--- src/rtl/router_pkg.sv ---
// -----------------------------------------------------------------------------
// router_pkg
//   Shared types, defaults and helpers for the router datapath selector.
//   - DATA_W_DEF / NUM_PORTS_DEF : default word width and port count
//   - MAX_PORTS / MAX_ADDR_W     : upper bound on port count (16) and its address width
//   - port_state_t               : per-port output register state
//   - port_sel_t / port_sel()    : destination mask (one-hot or all-ones) + invalid flag
// -----------------------------------------------------------------------------
package router_pkg;

   localparam int unsigned DATA_W_DEF    = 32;
   localparam int unsigned NUM_PORTS_DEF = 8;
   localparam int unsigned MAX_PORTS     = 16;
   localparam int unsigned MAX_ADDR_W    = 4;

   typedef enum logic {
      EMPTY = 1'b0,
      FULL  = 1'b1
   } port_state_t;

   typedef struct packed {
      logic [MAX_PORTS-1:0] mask;
      logic                 invalid;
   } port_sel_t;

   // Mask is sized for the largest supported router; callers keep the low
   // num_ports bits. invalid is only raised for unicast to a missing port.
   function automatic port_sel_t port_sel(input logic [MAX_ADDR_W-1:0] addr,
                                          input logic                  bcast,
                                          input int unsigned           num_ports);
      port_sel_t sel;
      sel.mask    = '0;
      sel.invalid = 1'b0;
      if (bcast) begin
         sel.mask = MAX_PORTS'((32'd1 << num_ports) - 32'd1);
      end else if (32'(addr) < num_ports) begin
         sel.mask = MAX_PORTS'(32'd1 << addr);
      end else begin
         sel.invalid = 1'b1;
      end
      return sel;
   endfunction

endpackage

--- src/rtl/selector_port_reg.sv ---
// -----------------------------------------------------------------------------
// selector_port_reg
//   One-word output register for a single selector port with valid/ready
//   handshake. A load and a drain in the same cycle replace the held word
//   without a bubble.
//   Ports:
//     clk, reset_n : clock, asynchronous active-low reset
//     load         : write load_data this cycle (only asserted while free)
//     load_data    : word to capture
//     out_ready    : downstream sink ready
//     out_valid    : register holds a word
//     out_data     : held word (keeps last value after a drain)
//     free         : register can accept a load this cycle
// -----------------------------------------------------------------------------
module selector_port_reg
   import router_pkg::*;
#(
   parameter int unsigned DATA_W = DATA_W_DEF
) (
   input  logic              clk,
   input  logic              reset_n,
   input  logic              load,
   input  logic [DATA_W-1:0] load_data,
   input  logic              out_ready,
   output logic              out_valid,
   output logic [DATA_W-1:0] out_data,
   output logic              free
);

   port_state_t       state;
   port_state_t       state_nxt;
   logic [DATA_W-1:0] data_q;

   always_ff @(posedge clk or negedge reset_n) begin
      if (!reset_n) begin
         state <= EMPTY;
      end else begin
         state <= state_nxt;
      end
   end

   always_comb begin
      state_nxt = state;
      out_valid = (state == FULL);
      free      = (state == EMPTY) | out_ready;
      if (load) begin
         state_nxt = FULL;
      end else if ((state == FULL) && out_ready) begin
         state_nxt = EMPTY;
      end
   end

   always_ff @(posedge clk or negedge reset_n) begin
      if (!reset_n) begin
         data_q <= '0;
      end else if (load) begin
         data_q <= load_data;
      end
   end

   assign out_data = data_q;

endmodule

--- src/rtl/route_selector.sv ---
// -----------------------------------------------------------------------------
// route_selector
//   Registered 1-to-NUM_PORTS selector between the input parser and the
//   per-port output FIFOs. Each accepted word lands in one port register (or
//   all of them for broadcast) one clock later. Unicast words addressed past
//   the last port are accepted, discarded and counted.
//   Ports:
//     clk, reset_n        : clock, asynchronous active-low reset
//     in_valid / in_ready : input handshake (in_ready is combinational)
//     in_addr             : destination port index
//     in_bcast            : send to every port, in_addr ignored
//     in_data             : input word
//     out_valid/out_ready : per-port handshake
//     out_data            : per-port word, port p at [p*DATA_W +: DATA_W]
//     drop_cnt            : saturating count of discarded words
//     clr_cnt             : synchronous clear of drop_cnt (wins over a drop)
// -----------------------------------------------------------------------------
module route_selector
   import router_pkg::*;
#(
   parameter int unsigned DATA_W    = DATA_W_DEF,
   parameter int unsigned NUM_PORTS = NUM_PORTS_DEF,
   parameter int unsigned ADDR_W    = $clog2(NUM_PORTS),
   parameter int unsigned CNT_W     = 16
) (
   input  logic                        clk,
   input  logic                        reset_n,
   input  logic                        in_valid,
   output logic                        in_ready,
   input  logic [ADDR_W-1:0]           in_addr,
   input  logic                        in_bcast,
   input  logic [DATA_W-1:0]           in_data,
   output logic [NUM_PORTS-1:0]        out_valid,
   input  logic [NUM_PORTS-1:0]        out_ready,
   output logic [NUM_PORTS*DATA_W-1:0] out_data,
   output logic [CNT_W-1:0]            drop_cnt,
   input  logic                        clr_cnt
);

   port_sel_t            sel;
   logic [NUM_PORTS-1:0] port_mask;
   logic [NUM_PORTS-1:0] port_free;
   logic [NUM_PORTS-1:0] port_load;
   logic                 accept;
   logic                 drop;

   assign sel       = port_sel(MAX_ADDR_W'(in_addr), in_bcast, NUM_PORTS);
   assign port_mask = sel.mask[NUM_PORTS-1:0];

   if (NUM_PORTS < MAX_PORTS) begin : g_mask_hi
      logic unused_mask_hi;
      assign unused_mask_hi = ^sel.mask[MAX_PORTS-1:NUM_PORTS];
   end

   // Broadcast waits for every port so no port ever sees half a broadcast;
   // an invalid unicast address is always accepted so it can be sunk.
   assign in_ready  = sel.invalid | (in_bcast ? (&port_free) : (|(port_mask & port_free)));
   assign accept    = in_valid & in_ready;
   assign port_load = {NUM_PORTS{accept}} & port_mask;
   assign drop      = accept & sel.invalid;

   for (genvar p = 0; p < NUM_PORTS; p++) begin : g_port
      selector_port_reg #(
         .DATA_W (DATA_W)
      ) u_port_reg (
         .clk       (clk),
         .reset_n   (reset_n),
         .load      (port_load[p]),
         .load_data (in_data),
         .out_ready (out_ready[p]),
         .out_valid (out_valid[p]),
         .out_data  (out_data[p*DATA_W +: DATA_W]),
         .free      (port_free[p])
      );
   end

   always_ff @(posedge clk or negedge reset_n) begin
      if (!reset_n) begin
         drop_cnt <= '0;
      end else if (clr_cnt) begin
         drop_cnt <= '0;
      end else if (drop && (drop_cnt != '1)) begin
         drop_cnt <= drop_cnt + CNT_W'(1);
      end
   end

endmodule

--- config.mk ---
export PLATFORM = sky130hd
export DESIGN_NAME = route_selector
export DESIGN_NICKNAME = d
export VERILOG_FILES = /design/src/rtl/router_pkg.sv /design/src/rtl/selector_port_reg.sv /design/src/rtl/route_selector.sv
export SDC_FILE = /design/constraint.sdc
export NUM_CORES = 1
export LEC_CHECK = 0
export CAP_MARGIN = 20
export CELL_PAD_IN_SITES_DETAIL_PLACEMENT = 1
export CELL_PAD_IN_SITES_GLOBAL_PLACEMENT = 1
export CORE_MARGIN = 2
export CORE_UTILIZATION = 41
export CTS_BUF_LIST = sky130_fd_sc_hd__clkbuf_16
export CTS_CLUSTER_SIZE = 10
export DETAILED_ROUTE_END_ITERATION = 8
export PLACE_DENSITY = 0.91
export SYNTH_ARGS = -nofsm -noshare
export SYNTH_HDL_FRONTEND = slang
export SYNTH_SLANG_ARGS = --single-unit
--- constraint.sdc ---
create_clock -name clk -period 6.44 [get_ports clk]
set_clock_uncertainty 0.1 [all_clocks]
set_input_delay 1.288 -clock clk [delete_from_list [all_inputs] [get_ports clk]]
set_output_delay 1.288 -clock clk [all_outputs]
set_load 0.05 [all_outputs]
## Word-level counts from Yosys, hierarchy flattened

Cells that the tools add are included.
Widths: inputs -> output; s select.

- Shift operators: 1
- Bitwise logic cells: 19
- Reduce and logical (&&, ||, !) cells: 18
- Multiplexer cells: 19

Operators by type and width:

| operator | number |
|---|---|
| $mux 1 | 17 |
| $and 8x8->8 | 2 |
| $mux 16 | 1 |
| $reduce_bool 2->1 | 8 |
| $logic_and 1x1->1 | 8 |
| $mux 8 | 1 |
| $not 1->1 | 8 |
| $or 1x1->1 | 8 |
| $reduce_and 8->1 | 1 |
| $reduce_or 8->1 | 1 |
| $shl 1x3->8 const A | 1 |
| $and 1x1->1 | 1 |

- Input port bits: 48
- Output and inout bits: 281
- Register bits after elaboration: 280
- Word-level logic and storage cells: 74

## Logic depth before layout (Yosys ltp)

Gate-level depths: netlist of run 1.

- Word-level depth: 8
- Gate-level depth with buffers: 9
- Depth with buffers taken out: 5

## Cells and area by module

From an unflattened synthesis of run 1, not the netlist that was laid out.

- Cell total of the unflattened synthesis: 634
- Area total of the unflattened synthesis: 11444.7 um^2

By module, submodules not included:

| module | area an instance (um^2) | cells an instance | sequential area each (um^2) | instances |
|---|---|---|---|---|
| selector_port_reg | 1378.8 | 71 | 825.8 | 8 |
| route_selector | 414.1 | 66 | 0.0 | 1 |

## Worst setup path before layout of run 1

OpenSTA, ideal clock, no wires.

- Path type: input-to-output
- From: input in_bcast
- To: output in_ready
- Setup slack: 1.816 ns
- Required time: 5.052 ns
- Path buffers: 4
- Data arrival time: 3.236 ns
- Stages: 8
- Path through: buf_2 > nor2_1 > a221oi_2 > buf_4 > buf_4 > buf_4 > nor4_1 > a21oi_1

- Cells in the longest elaborated chain, start to end: 4

RTL lines:

| item | RTL line | RTL |
|---|---|---|
| start: declaration | route_selector.sv:31 | `input logic in_bcast,` |
| $mux 8 | router_pkg.sv:34 | `if (bcast) begin` |
| $and 8x8->8 | route_selector.sv:57 | `assign in_ready = sel.invalid \| (in_bcast ? (&port_free) : (\|(port_mask & port_free)));` |
| $reduce_or 8->1 | route_selector.sv:57 |  |
| $mux 1 (*) | route_selector.sv:57 |  |
| end: declaration | route_selector.sv:29 | `output logic in_ready,` |

Every way passes the cells marked *; elsewhere a longest branch is shown, timed or not.

## Final worst setup path of run 1

- From: input in_addr[1]
- To: output in_ready

- Cells in the longest elaborated chain, start to end: 5

RTL lines:

| item | RTL line | RTL |
|---|---|---|
| start: declaration | route_selector.sv:30 | `input logic [ADDR_W-1:0] in_addr,` |
| $shl 1x3->8 | router_pkg.sv:37 | `sel.mask = MAX_PORTS'(32'd1 << addr);` |
| $mux 8 | router_pkg.sv:34 |  |
| $and 8x8->8 | route_selector.sv:57 |  |
| $reduce_or 8->1 | route_selector.sv:57 |  |
| $mux 1 | route_selector.sv:57 |  |

No other way between the ends.

==> results of run 1 <==
sequential cells by signal (all words and copies together), names as in the netlist:
register,flops
g_port.u_port_reg.out_data,256
g_port.u_port_reg.out_valid,8
cell families (layout without fill, tap and decap cells):
| kind of cell | after synthesis | after routing | share of synthesized area |
|---|---|---|---|
| and+or+nand+nor | 646 | 646 | 0.176 |
| muxes | 1 | 1 | 0.000704 |
| buffers and inverters | 203 | 372 | 0.0739 |
| AOI/OAI and AO/OA | 528 | 528 | 0.284 |
| other | 1 | 19 | 0.000264 |
| DFF | 264 | 264 | 0.465 |
power groups by stage:
stage / clock (mW) / combinational [mW] / sequential (mW)
finish: 1.52 / 6.35 / 3.14
global route: 1.61 / 6.63 / 3.21
CTS: 1.54 / 6.36 / 3.12
detailed placement: 0 / 6.32 / 3.13
global placement: 0 / 6.21 / 3.11
floorplan: 0 / 1.24 / 5.86
placed cells by master (no fill, tap or decap), types with 3 or more instances in the layout:
| cell | count |
|---|---|
| and2_1 | 3 |
| buf_4 | 15 |
| clkbuf_16 | 31 |
| clkdlybuf4s50_1 | 308 |
| clkinv_1 | 3 |
| conb_1 | 16 |
| dfrtp_1 | 264 |
| diode_2 | 3 |
| inv_1 | 7 |
| nand2_1 | 353 |
| nand2_4 | 3 |
| nor2_1 | 260 |
| nor2b_1 | 10 |
| nor4_1 | 4 |
| o211ai_1 | 256 |
| o311a_2 | 3 |
| o311a_4 | 3 |
| o31ai_1 | 256 |
| or3_1 | 8 |
cell type report:
class / count / area [um2]
Clock buffer: 31 / 776
Inverter: 1 / 3.75
Tap cell: 455 / 569
Antenna cell: 3 / 7.51
Timing Repair Buffer: 329 / 3310
Fill cell: 3982 / 16400
Multi-Input combinational cell: 1191 / 6680
Clock inverter: 11 / 42.5
Sequential cell: 264 / 6610
per-layer routing:
metal / global-route usage / wire length [um] / part of all wire
met4: 0.149 / 2400 / 0.042
met3: 0.0531 / 4680 / 0.081
met5: 0 / 0 / 0
met2: 0.509 / 27500 / 0.48
met1: 0.401 / 23100 / 0.40
worst paths after layout:
check                                                 startpoint                                 to  cells past startpoint
worst max-delay path                                  in_addr[1]                           in_ready                      6
worst min-delay path            g_port[0].u_port_reg.out_data[8]   g_port[0].u_port_reg.out_data[8]                      2
worst max register to register    g_port[3].u_port_reg.out_valid   g_port[2].u_port_reg.out_data[0]                      7
worst min register to register  g_port[0].u_port_reg.out_data[8]   g_port[0].u_port_reg.out_data[8]                      2
max in group asynchronous                                reset_n  g_port[7].u_port_reg.out_data[23]                      2
min in group asynchronous                                reset_n   g_port[4].u_port_reg.out_data[2]                      1
critical path: cells and delay by family:
family                 cells  cell delay (ns)
AOI/OAI and AO/OA          2             0.83
and+or+nand+nor            2             0.50
buffers and inverters      2             0.81
per-stage QoR:
step,instances,total power [mW],hold slack [ns]
floorplan,1658,7.10,0.539
global placement,2238,9.32,0.435
detailed placement,2238,9.45,0.440
CTS,2280,11.0,0.450
global route,2285,11.4,0.476
finish,2285,11.0,0.446
==> key figures, run 1 <==
Clock tree
  • Clock-pin slew of the registers on the worst-case setup and hold paths: 0.05 ns
  • CTS tree: built
  • Clock Sinks: 264
  • Post-CTS Resized: 0
  • Cts bufs inserted: 31
  • Root buffer cell: clkbuf_16
  • Worst skew pair latency: 0.55 ns
  • Post-cts hold buffer count: 0
  • H-tree depth: 1
  • Max Buffers Root-to-Sink: 3
  • Post-CTS setup buffer count: 0

Floorplan
  • Die Height: 190 um
  • Core area: 34,400 um2
  • Total die area: 36,200 um2
  • Top Ports: 329
  • Row count: 68
  • DIE WIDTH: 190 um
  • Initial Util: 0.414

Placed design
  • DP HPWL: 33.6 mm
  • DP Worst Slack: 1.40 ns
  • Placer Congestion: 0.802
  • Placed cell areas: 17,100 um2
  • IO Port Bufs: 311

Route
  • DRT Wirelength: 57.6 mm
  • DR vias: 14,400
  • Post-DRT Antenna Nets: 0
  • Post-DR wirelength/cell: 25.2 um
  • DRT iter0 DRCs: 1,318
  • TritonRoute pass-1 iters: 5
  • DRC viols: 0
  • Via density: 6.32

Layout
  • Syn-to-layout area delta: 26.6%
  • # nets final: 1,866
  • Layout cells sized above 1: 0.0394
  • Core Util, Final: 0.524
  • Design Area, Final: 18,000 um2

Synthesis
  • Dominant cell type by area after synthesis: dfrtp_1
  • Sequential element share of the synthesized area: 0.465
  • Synth cell count leaders: nand2_1 (356), dfrtp_1 (264), nor2_1 (260)
  • Post-synth EDFFs: 0
  • Seq cells post-synth: 264
  • Asr flop ratio synth: 1.00
  • Most instantiated library cell after synthesis: nand2_1
  • Post-synthesis cell count: 1,643
  • Syn. warnings: 0
  • Post-synth top area share: 0.465
  • Largest cells by area after synthesis: dfrtp_1 (46%), o211ai_1 (14%), o31ai_1 (14%), nand2_1 (9.4%), nor2_1 (6.9%)
  • Main synth FF type: dfrtp_1
  • Synthesized area per cell: 8.65 um2
  • Synth cell types: 31
  • Mapped cell area: 14,200 um2

Worst setup path
  • CP peak stage delay: 0.68 ns
  • Crit. End Element: output port
  • Cell Chain, Critical Path: clkdlybuf4s50_1 -> nor4_1 -> a31o_4 -> nor4_1 -> a21oi_1 -> buf_4
  • Crit path max fanout: 64
  • Slowest CP cell: a31o_4
  • CP Launch Type: primary input
  • Most frequent cell on the critical path: nor4_1
  • Critical Path RT: 5.05 ns
  • CP Data Arrival Time: 3.46 ns
  • Setup CP Type: in -> out
  • Reg2reg setup slack: 2.95 ns

Global routing
  • Pin count of the biggest net entering global routing: 257
  • Vias in the first global route: 15,100
  • Tot GR Track Use: 0.311
  • Antenna violations before repair: 5
  • First-pass GRT wire length: 89.0 mm
  • Global route overflow: 0

Pwr
  • Sw Share: 0.520
  • Switching Power: 5.73 mW
  • Maximum vdd ir drop: 0.000369 V
  • Seq pwr share: 0.285
  • Clock power share: 0.138
  • Comb pwr share: 0.577
  • Pwr/cell area: 612 nW/um2
  • Internal Power: 5.28 mW
  • Leak Pwr: 7.10 nW

Timing
  • Worst slew margin: 0.0222
  • Final min period: 4.85 ns
  • Final Cycle Share: 0.753
  • Fmax: 0.206 GHz
  • Final hold viol count: 0
  • Slew Viols, Final: 0
  • Setup TNS: 0 ns
  • Worst setup margin: 1.59 ns
  • Slew of the pin with the lowest slew margin: 1.47 ns
  • RSZ-0062 raised after global routing: false
  • Count of final setup violators: 0

Job
  • Max-Cap Viols: 0

Min path
  • Min-Delay Path Class: reg -> reg

Run status
  • Status: finished, final reports clean
Note: power is estimated with default switching activity, not from simulation.
==> inputs of run 2 (changes only) <==
CORE_UTILIZATION = 34   (was 41)
PLACE_DENSITY = 0.81   (was 0.91)
clock period = 4.02 ns   (was 6.44 ns; I/O delays follow)
==> run 2 against run 1 <==
- setup slack worse by 1.3 ns
- cell count up 5.1%
- power up 64%
- core utilization down 6.9 points
- global-route usage down 4.3 points
- wire length up 2.9%
- first-iteration DRC count down 3.4%
- via count down 0.73%
- flip-flop and latch count unchanged
- design area up 3.6%
- hold slack worse by 0.24 ns
- highest routed layer is now met5
==> key figures, run 2 (same netlist as run 1, synthesis figures left out) <==
Run status
  • Status: finished, final reports clean

Layout
  • Commonest non-fill, non-tap cell in the layout: nand2_1
  • # nets final: 1,899
  • Multi-input gate area in the final layout: 6670 um2
  • Syn-to-layout area delta: 31.2%
  • Most frequent cells in the layout: nand2_1 (353), clkdlybuf4s50_1 (308), dfrtp_1 (264)
  • Reg area: 6610 um2
  • Fillers: 4,687
  • Core Util, Final: 0.455
  • Max FFs per register: 256
  • Layout cells sized above 1: 0.0584
  • Design Area, Final: 18,600 um2

Clock tree
  • Post-CTS Resized: 0
  • H-tree depth: 2
  • Clock-pin slew of the registers on the worst-case setup and hold paths: 0.06 ns
  • CTS tree: built
  • Worst skew pair latency: 0.53 ns
  • Post-CTS setup buffer count: 0
  • Post-cts hold buffer count: 0
  • Max Buffers Root-to-Sink: 3
  • Root buffer cell: clkbuf_16
  • Cts bufs inserted: 34
  • Clock Sinks: 264

Min path
  • Min-Delay Path Class: in -> async

Floorplan
  • DIE WIDTH: 208 um
  • Row count: 74
  • Die Height: 208 um
  • Total die area: 43,500 um2
  • Initial Util: 0.347
  • Top Ports: 329
  • Core area: 41,000 um2

Timing
  • Final hold viol count: 0
  • Setup TNS: 0 ns
  • Slew of the pin with the lowest slew margin: 1.04 ns
  • Final min period: 3.69 ns
  • Fmax: 0.271 GHz
  • Final Cycle Share: 0.919
  • Slew Viols, Final: 0
  • Count of final setup violators: 0
  • Worst slew margin: 0.307
  • RSZ-0062 raised after global routing: false

Global routing
  • Vias in the first global route: 15,000
  • Met3 usage: 0.0438
  • Tot GR Track Use: 0.268
  • Antenna violations before repair: 3
  • Global route overflow: 0
  • Met1 Usage GRT: 0.365
  • Grt peak-use layer: met2
  • Met2 usage: 0.424
  • Pin count of the biggest net entering global routing: 169
  • First-pass GRT wire length: 91.5 mm

Worst setup path
  • Worst r2r dst: g_port[2].u_port_reg.out_data[16]
  • Cell Chain, Critical Path: clkdlybuf4s50_1 -> nor2b_1 -> o2bb2ai_1 -> o22ai_4 -> nor4_1 -> a21oi_1 -> buf_12
  • Worst-case reg-to-reg path depth: 6
  • CP peak stage delay: 0.68 ns
  • CP Data Arrival Time: 2.79 ns
  • Crit. End Element: output port
  • Slowest CP cell: clkdlybuf4s50_1
  • R2r startpoint: g_port[5].u_port_reg.out_valid
  • Setup CP Type: in -> out
  • Top cell family by delay on the critical path: buffers and inverters
  • CP bufs+invs: 2
  • Critical Path RT: 3.12 ns
  • Crit path max fanout: 6
  • CP Launch Type: primary input
  • Reg2reg setup slack: 1.21 ns

Route
  • Post-DR wirelength/cell: 24.7 um
  • Post-DRT Antenna Nets: 0
  • TritonRoute pass-1 iters: 5
  • DRC viols: 0
  • Via density: 5.97
  • DRT Wirelength: 59.3 mm
  • DR vias: 14,300
  • DRT iter0 DRCs: 1,273

Job
  • Max-Cap Viols: 0

Pwr
  • Maximum vdd ir drop: 0.000573 V
  • Leak Pwr: 7.36 nW
  • Pwr/cell area: 968 nW/um2

Placed design
  • Placed cell areas: 17,700 um2
  • Placer Congestion: 0.849
  • DP HPWL: 37.5 mm
  • IO Port Bufs: 311
[run 2: changes by cell type in the layout (fill, tap and decap cells not counted)]
cell	before	now
buf_12	2	19
buf_16	2	0
buf_4	15	30
clkbuf_16	31	37
clkinv_1	3	4
clkinvlp_4	0	1
diode_2	3	1
inv_1	7	10
nand2_2	0	3
nand2_4	3	0
[run 2: worst max-delay path by stage]
stage	start	end	slack, ns	cells after the start
3_3_place_gp	in_addr[1]	g_port[4].u_port_reg.out_data[6]	0.35	8
6_report	in_addr[1]	in_ready	0.33	7
2_1_floorplan	in_bcast	in_ready	0.36	8
5_1_grt	in_addr[1]	in_ready	0.18	7
4_1_cts	in_addr[1]	in_ready	0.32	7
3_5_place_dp	in_addr[1]	g_port[6].u_port_reg.out_data[14]	0.25	8
[run 2: layout make-up]
type                       instances  area share
multi-input combinational       1191       0.358
inverter                           1    0.000201
antenna                            1    0.000134
clock inverter                    16     0.00349
sequential                       264       0.354
tap                              532      0.0357
clock buffer                      37      0.0497
timing repair buffer             359       0.199
[run 2: metrics by stage]
step / hold WS, ns / instances / power (mW) / setup WS (ns)
after floorplan: 0.408 / 1658 / 11.4 / 0.364
after global placement: 0.439 / 2347 / 15.1 / 0.347
after detailed placement: 0.440 / 2347 / 15.3 / 0.248
after CTS: 0.284 / 2400 / 18.2 / 0.321
after global routing: 0.284 / 2401 / 18.8 / 0.177
final: 0.208 / 2401 / 18.0 / 0.325
[run 2: layer usage]
metal,wire length (um),up-vias
met3,4340,134
met2,27600,687
li1,-,6297
met5,31,-
met1,25400,7210
met4,1950,4
[run 2: where the power goes]
part	total, mW	internal, mW	switching (mW)
Combinational	10.2	3.14	7.03
Sequential	5.06	4.01	1.05
Clock	2.82	1.63	1.18
Total	18.0	8.78	9.26
==> inputs of run 3 (changes only) <==
SETUP_SLACK_MARGIN = 0.4   (was unset)
==> run 3 against run 2 <==
- hold slack got worse by 0.068 ns
- critical path depth did not move
- cell count fell by 0.33%
- critical endpoint unchanged
- largest cell class unchanged
- highest routed layer unchanged
==> key figures, run 3 (same netlist as run 1, synthesis figures left out) <==
Global routing
  • Pin count of the biggest net entering global routing: 150
  • Met3 usage: 0.0574
  • Met1 Usage GRT: 0.355
  • Grt peak-use layer: met2
  • Vias in the first global route: 14,900
  • Tot GR Track Use: 0.273
  • Antenna violations before repair: 3
  • First-pass GRT wire length: 92.7 mm
  • Global route overflow: 0
  • Met2 usage: 0.448

Timing
  • Slew of the pin with the lowest slew margin: 0.820 ns
  • Final hold viol count: 0
  • Count of final setup violators: 0
  • RSZ-0062 raised after global routing: false
  • Final Cycle Share: 0.869
  • Setup TNS: 0 ns
  • Worst slew margin: 0.453
  • Slew Viols, Final: 0
  • Fmax: 0.286 GHz
  • Final min period: 3.49 ns

Floorplan
  • Top Ports: 329
  • Core area: 41,000 um2
  • Row count: 74
  • Initial Util: 0.347
  • DIE WIDTH: 208 um
  • Total die area: 43,500 um2
  • Die Height: 208 um

Route
  • DRC viols: 0
  • Post-DRT Antenna Nets: 0
  • DRT Wirelength: 60.1 mm
  • Via density: 5.96
  • TritonRoute pass-1 iters: 6
  • DRT iter0 DRCs: 1,044
  • Post-DR wirelength/cell: 25.1 um
  • DR vias: 14,300

Clock tree
  • Root buffer cell: clkbuf_16
  • Max Buffers Root-to-Sink: 3
  • Post-cts hold buffer count: 0
  • Cts bufs inserted: 34
  • Clock Sinks: 264
  • Worst skew pair latency: 0.51 ns
  • CTS tree: built
  • Clock-pin slew of the registers on the worst-case setup and hold paths: 0.05 ns
  • H-tree depth: 2

Worst setup path
  • Crit path max fanout: 4
  • Top cell family by delay on the critical path: simple AND/OR/NAND/NOR gates
  • Crit. End Element: output port
  • Setup CP Type: in -> out
  • CP Launch Type: primary input
  • CP bufs+invs: 2
  • CP Data Arrival Time: 2.59 ns
  • Cell Chain, Critical Path: clkdlybuf4s50_1 -> nor2b_1 -> o2bb2ai_1 -> a221oi_4 -> nor4_1 -> a21oi_2 -> buf_12
  • Critical Path RT: 3.12 ns
  • CP peak stage delay: 0.41 ns
  • Slowest CP cell: nor2b_1

Layout
  • Most frequent cells in the layout: nand2_1 (353), clkdlybuf4s50_1 (305), dfrtp_1 (264)
  • # nets final: 1,893
  • Syn-to-layout area delta: 30.4%
  • Layout cells sized above 1: 0.0570
  • Design Area, Final: 18,500 um2
  • Commonest non-fill, non-tap cell in the layout: nand2_1
  • Max FFs per register: 256

Pwr
  • Pwr/cell area: 971 nW/um2
  • Clock power share: 0.151
  • Switching Power: 9.30 mW
  • Leak Pwr: 7.34 nW
  • Seq pwr share: 0.280
  • Maximum vdd ir drop: 0.000553 V
  • Internal Power: 8.69 mW
  • Comb pwr share: 0.569
  • Sw Share: 0.517

Placed design
  • IO Port Bufs: 311
  • DP HPWL: 37.1 mm
  • Placer Congestion: 0.858
  • Placed cell areas: 17,600 um2

Run status
  • Status: finished, final reports clean

Job
  • Max-Cap Viols: 0

Min path
  • Min-Delay Path Class: in -> async
## run 3: changes by cell type in the layout (fill, tap and decap cells not counted), moves of 2 or more
cell	before	now
inv_1	10	5
buf_12	19	16
buf_4	30	27
clkdlybuf4s50_1	308	305
clkbuf_16	37	35
clkinv_1	4	6
clkinv_2	1	3
dlymetal6s2s_1	0	2
nand2_2	3	1
nand2_4	0	2
## run 3: layout make-up
type | count | area, um2
repair buffers | 353 | 3630
diodes | 2 | 5.00
inverters | 1 | 3.75
clock inverters | 15 | 65.1
flip-flops and latches | 264 | 6610
well taps | 532 | 666
multi-input cells | 1191 | 6690
clock buffers | 35 | 876
fillers | 4730 | 22500
## run 3: metrics by stage
step	setup WS (ns)	instances	total power, mW	utilization	hold WS [ns]
after floorplan	0.660	1658	11.4	-	0.408
after CTS	0.405	2391	18.1	0.452	0.142
after global routing	0.433	2393	18.8	0.452	0.168
after global placement	0.412	2340	15.1	0.428	0.434
after detailed placement	0.373	2340	15.3	0.428	0.440
final	0.528	2393	18.0	0.452	0.139
## run 3: path summary, 6_finish.rpt
kind,startpoint,slack (ns),endpoint,cells after the start
setup / recovery,out_ready[5],0.53,in_ready,7
hold / removal,reset_n,0.14,g_port[3].u_port_reg.out_data[22],1
setup reg to reg,g_port[5].u_port_reg.out_valid,1.39,g_port[6].u_port_reg.out_data[11],7
hold reg to reg,g_port[2].u_port_reg.out_data[22],0.45,g_port[2].u_port_reg.out_data[22],2
max in group asynchronous,reset_n,2.77,g_port[1].u_port_reg.out_data[4],2
min in group clk,g_port[2].u_port_reg.out_data[22],0.45,g_port[2].u_port_reg.out_data[22],2
## run 3: power groups by stage
stage          registers, mW  logic, mW  clock network (mW)
2_1_floorplan           9.39       1.99                   0
3_3_place_gp            5.04       10.1                   0
3_5_place_dp            5.04       10.3                   0
4_1_cts                 5.03       10.3                2.77
5_1_grt                 5.17       10.7                2.88
6_report                5.03       10.2                2.73
## run 3: timing repair
| action | in CTS | in global routing |
|---|---|---|
| buffers inserted | 1 | 0 |
| gates cloned | 0 | 0 |
| resized for setup | 3 | 2 |
| setup endpoints to repair | 1 | 1 |
## run 3: layer usage
layer / share of wire / vias to the layer above
li1: - / 6287
met1: 0.41 / 7219
met2: 0.48 / 630
met3: 0.078 / 127
met4: 0.033 / 2
met5: 0.00022 / -
## run 3: worst register-to-register path, cell delays in order, from the launching register on
cell       delay [ns]
dfrtp_1          0.41
nor2b_1          0.46
o2bb2ai_1        0.23
a221oi_4         0.06
buf_4            0.23
buf_12           0.25
o31ai_1          0.63
o211ai_1         0.13
